--- src/rtl/sqrt_pkg.sv ---
// Shared widths and types for the square-root datapath (sqrt_conv and its result collector).
package sqrt_pkg;
  localparam int unsigned ARG_W          = 8;
  localparam int unsigned RES_W          = 4;
  localparam int unsigned SQRT_RES_DEPTH = 4;

  typedef logic [ARG_W-1:0] arg_t;
  typedef logic [RES_W-1:0] res_t;
endpackage

--- src/rtl/sqrt_res_ring.sv ---
// Ring buffer for square-root results: storage, head/tail pointers and occupancy.
module sqrt_res_ring
  import sqrt_pkg::*;
#(
  parameter int unsigned DEPTH = SQRT_RES_DEPTH,
  localparam int unsigned LW   = $clog2(DEPTH + 1),
  localparam int unsigned PW   = $clog2(DEPTH)
) (
  input  logic          clk,
  input  logic          reset,
  input  logic          push,
  input  res_t          push_data,
  input  logic          pop,
  output res_t          head_data,
  output logic [LW-1:0] level
);

  res_t          mem [DEPTH];
  logic [PW-1:0] head;
  logic [PW-1:0] tail;

  // Storage is deliberately left out of reset; level alone defines validity.
  always_ff @(posedge clk) begin
    if (push) mem[tail] <= push_data;
  end

  // DEPTH is a power of two, so natural pointer wrap gives modulo-DEPTH.
  always_ff @(posedge clk or negedge reset) begin
    if (!reset) begin
      head  <= '0;
      tail  <= '0;
      level <= '0;
    end else begin
      if (push) tail <= tail + PW'(1);
      if (pop)  head <= head + PW'(1);
      case ({push, pop})
        2'b10:   level <= level + LW'(1);
        2'b01:   level <= level - LW'(1);
        default: level <= level;
      endcase
    end
  end

  assign head_data = mem[head];

endmodule

--- src/rtl/sqrt_res_collector.sv ---
// Buffers sqrt_conv results for a ready/valid consumer; sticky overflow on drops.
// Optional statistics (res_count, res_max) compiled in with SQRT_RES_STATS_EN.
module sqrt_res_collector
  import sqrt_pkg::*;
#(
  parameter int unsigned DEPTH = SQRT_RES_DEPTH
) (
  input  logic                         clk,
  input  logic                         reset,
  input  logic                         sqrt_valid,
  input  logic [3:0]                   sqrt_res,
  output logic                         out_valid,
  output logic [3:0]                   out_data,
  input  logic                         out_ready,
  output logic [$clog2(DEPTH+1)-1:0]   level,
  output logic                         overflow,
  input  logic                         clr_ovf,
  output logic [15:0]                  res_count,
  output logic [3:0]                   res_max
);

  localparam int unsigned LW = $clog2(DEPTH + 1);

  logic full;
  logic pop;
  logic push;
  logic drop;
  res_t head_data;

  assign full      = (level == LW'(DEPTH));
  assign out_valid = (level != '0);
  assign pop       = out_valid & out_ready;
  // A pop in the same cycle frees the slot, so a full buffer still accepts.
  assign push      = sqrt_valid & (~full | pop);
  assign drop      = sqrt_valid & full & ~pop;
  assign out_data  = out_valid ? head_data : '0;

  sqrt_res_ring #(
    .DEPTH (DEPTH)
  ) u_ring (
    .clk       (clk),
    .reset     (reset),
    .push      (push),
    .push_data (sqrt_res),
    .pop       (pop),
    .head_data (head_data),
    .level     (level)
  );

  // A drop in the same cycle as clr_ovf wins so no loss goes unreported.
  always_ff @(posedge clk or negedge reset) begin
    if (!reset)       overflow <= 1'b0;
    else if (drop)    overflow <= 1'b1;
    else if (clr_ovf) overflow <= 1'b0;
  end

`ifdef SQRT_RES_STATS_EN
  always_ff @(posedge clk or negedge reset) begin
    if (!reset) begin
      res_count <= '0;
      res_max   <= '0;
    end else if (push) begin
      if (res_count != '1)    res_count <= res_count + 16'd1;
      if (sqrt_res > res_max) res_max   <= sqrt_res;
    end
  end
`else
  assign res_count = '0;
  assign res_max   = '0;
`endif

endmodule

--- config.mk ---
export PLATFORM = sky130hd
export DESIGN_NAME = sqrt_res_collector
export DESIGN_NICKNAME = d
export VERILOG_FILES = /design/src/rtl/sqrt_pkg.sv /design/src/rtl/sqrt_res_ring.sv /design/src/rtl/sqrt_res_collector.sv
export SDC_FILE = /design/constraint.sdc
export NUM_CORES = 1
export LEC_CHECK = 0
export ABC_AREA = 1
export CORE_ASPECT_RATIO = 1.2
export CORE_MARGIN = 5
export CORE_UTILIZATION = 49
export DETAILED_ROUTE_END_ITERATION = 10
export HOLD_SLACK_MARGIN = 0.05
export MAX_ROUTING_LAYER = met4
export PLACE_DENSITY = 0.85
export SLEW_MARGIN = 25
export SYNTH_ARGS = -nofsm -noshare
export SYNTH_HDL_FRONTEND = slang
export SYNTH_SLANG_ARGS = --single-unit
--- constraint.sdc ---
create_clock -name clk -period 2.8 [get_ports clk]
set_clock_uncertainty 0.2 [all_clocks]
set_input_delay 0.56 -clock clk [delete_from_list [all_inputs] [get_ports clk]]
set_output_delay 0.56 -clock clk [all_outputs]
set_load 0.05 [all_outputs]
==> reports/metrics.yaml, run 1 <==
rsz0062_at_grt: "false"
hpwlAfterDp_mm: 1.781
gp_congestion: 0.8302
fmax_ghz: 0.3971
area_growth_pct: 11.50
worstPathCellList: "inv_1 > nand2_2 > clkdlybuf4s50_1"
ys.flop_type: "edfxtp_1"
clock-sinks: 24
die_y_um: 65.36
clkTransAtPathRegs_ns: 0.11
setup_ws_ns: 0.2819
cpMaxStageDelayCell: "clkdlybuf4s50_1"
crit_buf_inv: 2
seq_area_frac_synth: 0.5440
fin_tns_setup_ns: 0
synth-async-reset-ratio: 0.3333
die_w_um: 56.13
rows: 20
r2r_cells: 7
cts_max_level: 1
rr_startpoint: "u_ring.level[2]"
placed_area_mm2: 0.001369
fin_crit_sh: 0.8993
finalCriticalPeriod_ns: 2.518
arrival_ns: 1.76
firstDrtPassIters: 6
drive_gt1_frac: 0.08904
hold_violations: 0
avgRoutedWirePerCell_um: 11.98
cts_resized: 0
fin_cells: 179
vias: 839
drv_cap: 0
start_util: 0.5000
power_density_mw_per_mm2: 1174
dp_cells: 175
dieArea_mm2: 0.003668
via_per_inst: 4.687
ios: 38
core_area_mm2: 0.002502
cp.required_ns: 2.04
crit_path_end_kind: "primary output"
cp_top_family: "buffers and inverters"
cts_tree: "done"
ir_worst_vdd_mv: 0.8993
clock_latency_ns: 0.31
drtAntennaViolNets: 0
synth-edff-count: 16
grtUsageTotal: 0.1318
dp_slack_ns: 0.4322
grt.overflow.total: 0
syn_inst: 127
grt_pass1_wl_mm: 3.670
critPathMaxFanout: 5
fin_nets: 161
yosys_register_bits: 24
cts_buffers: 3
post_cts_buffers: 0
diodes: 0
synth_area_leaders: "edfxtp_1, dfrtp_1, buf_4"
totalWireLength_mm: 2.144
grt_max_degree: 14
fillCellCount: 220
worst_slew_pin_slew_ns: 0.5124
finalSetupViolations: 0
yosys_warnings: 0
mostFrequentLayoutCells: "nor2_1, conb_1, inv_1, edfxtp_1, clkdlybuf4s50_1"
drc: 0
cts_root_buf: "clkbuf_4"
antenna_found_initial: 0
final_common_cell: "nor2_1"
grt_pass1_vias: 854
p_leak_uw: 0.0006298
start_kind: "flip-flop"
design_area_mm2: 0.001395
r2r_end: "u_ring.level[1]"
postSynthAreaPerCell_um2: 9.852
min_path_type: "in2async"
status: "complete, no violations"
clock_tree.buffer_depth: 2
relSlewSlack: 0.6574
netlist.area_leader.share: 0.3840
io_buffers: 17
reg2reg_slack_ns: 1.08
yosysTopAreaCell: "edfxtp_1"
synthDistinctLibCells: 19
path_class: "reg2out"
synth_area_mm2: 0.001251
cpPeakStageDelay_ns: 0.84
holdBufCountCts: 0
drt_iter0_markers: 34
drv_slew: 0
## cell families (layout without fill, tap and decap cells)
| logic type | after synthesis | count (layout) | synth area share |
|---|---|---|---|
| fa+ha+maj | 5 | 5 | 0.05600 |
| buf+inv | 37 | 37 | 0.1720 |
| simple gates | 42 | 42 | 0.1460 |
| xor+xnor | 2 | 2 | 0.01400 |
| flops | 24 | 24 | 0.5440 |
| other cells | 1 | 20 | 0.002997 |
| compound gates | 16 | 16 | 0.06500 |
## flip-flops by register name (all words and copies together), names as in the netlist
name and count:
overflow 1, u_ring.head 2, u_ring.level 3, u_ring.mem 16, u_ring.tail 2
## layout make-up
type	count	area [um2]	share of cell area
clock buffer	4	26.28	0.01883
multi-input combinational	85	426.7	0.3058
timing repair buffer	17	160.2	0.1148
sequential	24	680.7	0.4879
inverter	16	60.06	0.04305
tap	33	41.29	0.02960
## per-layer routing
layer / vias to the layer above / wire length, um / track usage
met5: - / 0 / -
met4: 0 / 40 / 0.06825
met3: 4 / 156 / 0.01965
met2: 35 / 1122 / 0.2368
met1: 398 / 824 / 0.1402
li1: 402 / - / -
## worst max-delay path by stage
| stage | from | end | slack (ns) | depth (start not counted) |
|---|---|---|---|---|
| 3_5_place_dp | out_ready | u_ring.mem[1][1] | 0.43 | 5 |
| 6_report | u_ring.level[2] | out_valid | 0.28 | 3 |
| 5_1_grt | u_ring.level[2] | out_valid | 0.19 | 3 |
| 2_1_floorplan | u_ring.level[2] | out_data[0] | 0.06 | 4 |
| 4_1_cts | u_ring.level[2] | out_valid | 0.29 | 3 |
| 3_3_place_gp | out_ready | u_ring.mem[3][2] | 0.55 | 5 |
## per-stage QoR
| stage | utilization | hold WS [ns] | power, uW |
|---|---|---|---|
| final | 0.5575 | 0.3167 | 1639 |
| after global routing | 0.5575 | 0.3304 | 1761 |
| after CTS | 0.5575 | 0.3145 | 1644 |
| after detailed placement | 0.5470 | 0.2845 | 1501 |
| after global placement | 0.5470 | 0.2803 | 1466 |
| after floorplan | - | 0.06441 | 1264 |
## cells in the mapped netlist, types with 2 or more instances
library cell and number:
a21oi_1 6, buf_4 20, dfrtp_1 8, edfxtp_1 16, ha_1 4, inv_1 16, nand2_1 10, nand2_2 3
nand3_1 2, nand3_2 2, nor2_1 24, o21ai_0 8, xor2_1 2
## report_power, final
group          switching (uW)  internal, uW  total (uW)
combinational             658           270         928
clock                    93.0          55.6         149
sequential               78.4           484         562
(Power assumes the default switching activity.)
==> run 2, diff against run 1 <==
--- a/config.mk
+++ b/config.mk
@@ -13,6 +13,7 @@
 export HOLD_SLACK_MARGIN = 0.05
 export MAX_ROUTING_LAYER = met4
 export PLACE_DENSITY = 0.85
+export REMOVE_ABC_BUFFERS = 1
 export SLEW_MARGIN = 25
 export SYNTH_ARGS = -nofsm -noshare
 export SYNTH_HDL_FRONTEND = slang
==> reports/metrics.yaml, run 2 (synthesis results as in run 1) <==
cp.required_ns: 2.04  # about the same
grt_pass1_vias: 783  # was 854
holdWs_ns: 0.3094  # was 0.3167 ns
drv_slew: 0  # unchanged
status: "complete, no violations"  # unchanged
power_density_mw_per_mm2: 1211  # was 1174 mW/mm2
crit_path_end_kind: "primary output"  # unchanged
gp_congestion: 0.8214  # was 0.8302
diodes: 0  # unchanged
mostFrequentLayoutCells: "nor2_1, conb_1, inv_1, edfxtp_1, clkdlybuf4s50_1"  # unchanged
p_leak_uw: 0.0006427  # was 0.0006298 uW
clock-sinks: 24  # unchanged
cp-startpoint: "u_ring.level[2]"  # unchanged
ir_worst_vdd_mv: 0.6201  # was 0.8993 mV
via_per_inst: 4.581  # was 4.687
fin_nets: 161  # unchanged
clock_latency_ns: 0.31  # about the same
path_class: "reg2out"  # unchanged
grt.overflow.total: 0  # unchanged
fmax_ghz: 0.3970  # was 0.3971 GHz
die_w_um: 56.13  # unchanged
top_regs: "u_ring.mem: 16 flops, u_ring.level: 3 flops"  # unchanged
fin_tns_setup_ns: 0  # unchanged
finalSetupViolations: 0  # unchanged
dieArea_mm2: 0.003668  # unchanged
cts_resized: 0  # unchanged
worst_slew_pin_slew_ns: 0.4992  # was 0.5124 ns
worstPathCellList: "inv_1 > nand2_2 > clkdlybuf4s50_1"  # unchanged
io_buffers: 17  # unchanged
drive_gt1_frac: 0.09589  # was 0.08904
cts_root_buf: "clkbuf_4"  # unchanged
area_growth_pct: 13.60  # was 11.50%
drtAntennaViolNets: 0  # unchanged
drt_iter0_markers: 17  # was 34
fillCellCount: 210  # was 220
ios: 38  # unchanged
final_common_cell: "nor2_1"  # unchanged
firstDrtPassIters: 4  # was 6
critPathMaxFanout: 5  # unchanged
crit_buf_inv: 2  # unchanged
cts_tree: "done"  # unchanged
core_area_mm2: 0.002502  # unchanged
drc: 0  # unchanged
vias: 820  # was 839
drv_cap: 0  # unchanged
grtUsageTotal: 0.1258  # was 0.1318
finalCriticalPeriod_ns: 2.519  # was 2.518 ns
fin_crit_sh: 0.8996  # was 0.8993
cpMaxStageDelayCell: "clkdlybuf4s50_1"  # unchanged
relSlewSlack: 0.6661  # was 0.6574
start_kind: "flip-flop"  # unchanged
start_util: 0.5000  # unchanged
post_cts_buffers: 0  # unchanged
power_uw: 1722  # was 1639 uW
clock_tree.buffer_depth: 2  # unchanged
die_y_um: 65.36  # unchanged
largest_register_ffs: 16  # unchanged
min_path_type: "in2async"  # unchanged
cp_top_family: "buffers and inverters"  # unchanged
avgRoutedWirePerCell_um: 11.60  # was 11.98 um
regMostFlops: "u_ring.mem"  # unchanged
cts_max_level: 1  # unchanged
rows: 20  # unchanged
hpwlAfterDp_mm: 1.672  # was 1.781 mm
cts_buffers: 3  # unchanged
arrival_ns: 1.76  # about the same
cpPeakStageDelay_ns: 0.83  # was 0.84 ns
grt_pass1_wl_mm: 3.553  # was 3.670 mm
rr_startpoint: "u_ring.level[2]"  # unchanged
totalWireLength_mm: 2.077  # was 2.144 mm
antenna_found_initial: 0  # unchanged
hold_violations: 0  # unchanged
clkTransAtPathRegs_ns: 0.13  # was 0.11 ns
grt_max_degree: 15  # was 14
rsz0062_at_grt: "false"  # unchanged
holdBufCountCts: 0  # unchanged
[run 2: changes by cell type in the layout (fill, tap and decap cells not counted)]
cell,delta
bufinv_16,+1
clkbuf_1,-1
[run 2: cell type report]
type                    instances  area, um2  share of cell area
clock buffers                   3      22.52             0.01585
clock inverters                 1      30.03             0.02113
inverters                      16      60.06             0.04225
multi-input cells              85      426.7              0.3002
flip-flops and latches         24      680.7              0.4789
well taps                      33      41.29             0.02905
repair buffers                 17      160.2              0.1127
[run 2: where the power goes]
part / total, uW / switching, uW / internal (uW)
combinational: 918 / 649 / 269
sequential: 560 / 76.5 / 484
clock: 244 / 98.9 / 145
total: 1720 / 825 / 897
[run 2: per-layer routing]
layer  track usage  share of wire
met1        0.1504           0.40
met2        0.2208           0.53
met3       0.01375          0.055
met4       0.04451          0.014
met5             -              0
[run 2: through the flow]
stage	worst slack [ns]	cells	area, um2	utilization
6_report	0.2812	179	1421	0.5680
5_1_grt	0.1853	179	1421	0.5680
4_1_cts	0.2788	179	1421	0.5680
3_5_place_dp	0.4500	175	1369	0.5470
3_3_place_gp	0.5330	175	1369	0.5470
2_1_floorplan	0.05903	125	1167	-
[run 2: path summary, 6_finish.rpt]
kind | to | slack, ns | cells past startpoint
worst max register to register | u_ring.mem[1][0] | 1.08 | 5
max in group asynchronous | u_ring.tail[1] | 1.83 | 1
worst min register to register | u_ring.level[2] | 0.33 | 2
min in group clk | u_ring.level[2] | 0.33 | 2
worst min-delay path | u_ring.level[0] | 0.31 | 1
worst max-delay path | out_valid | 0.28 | 3
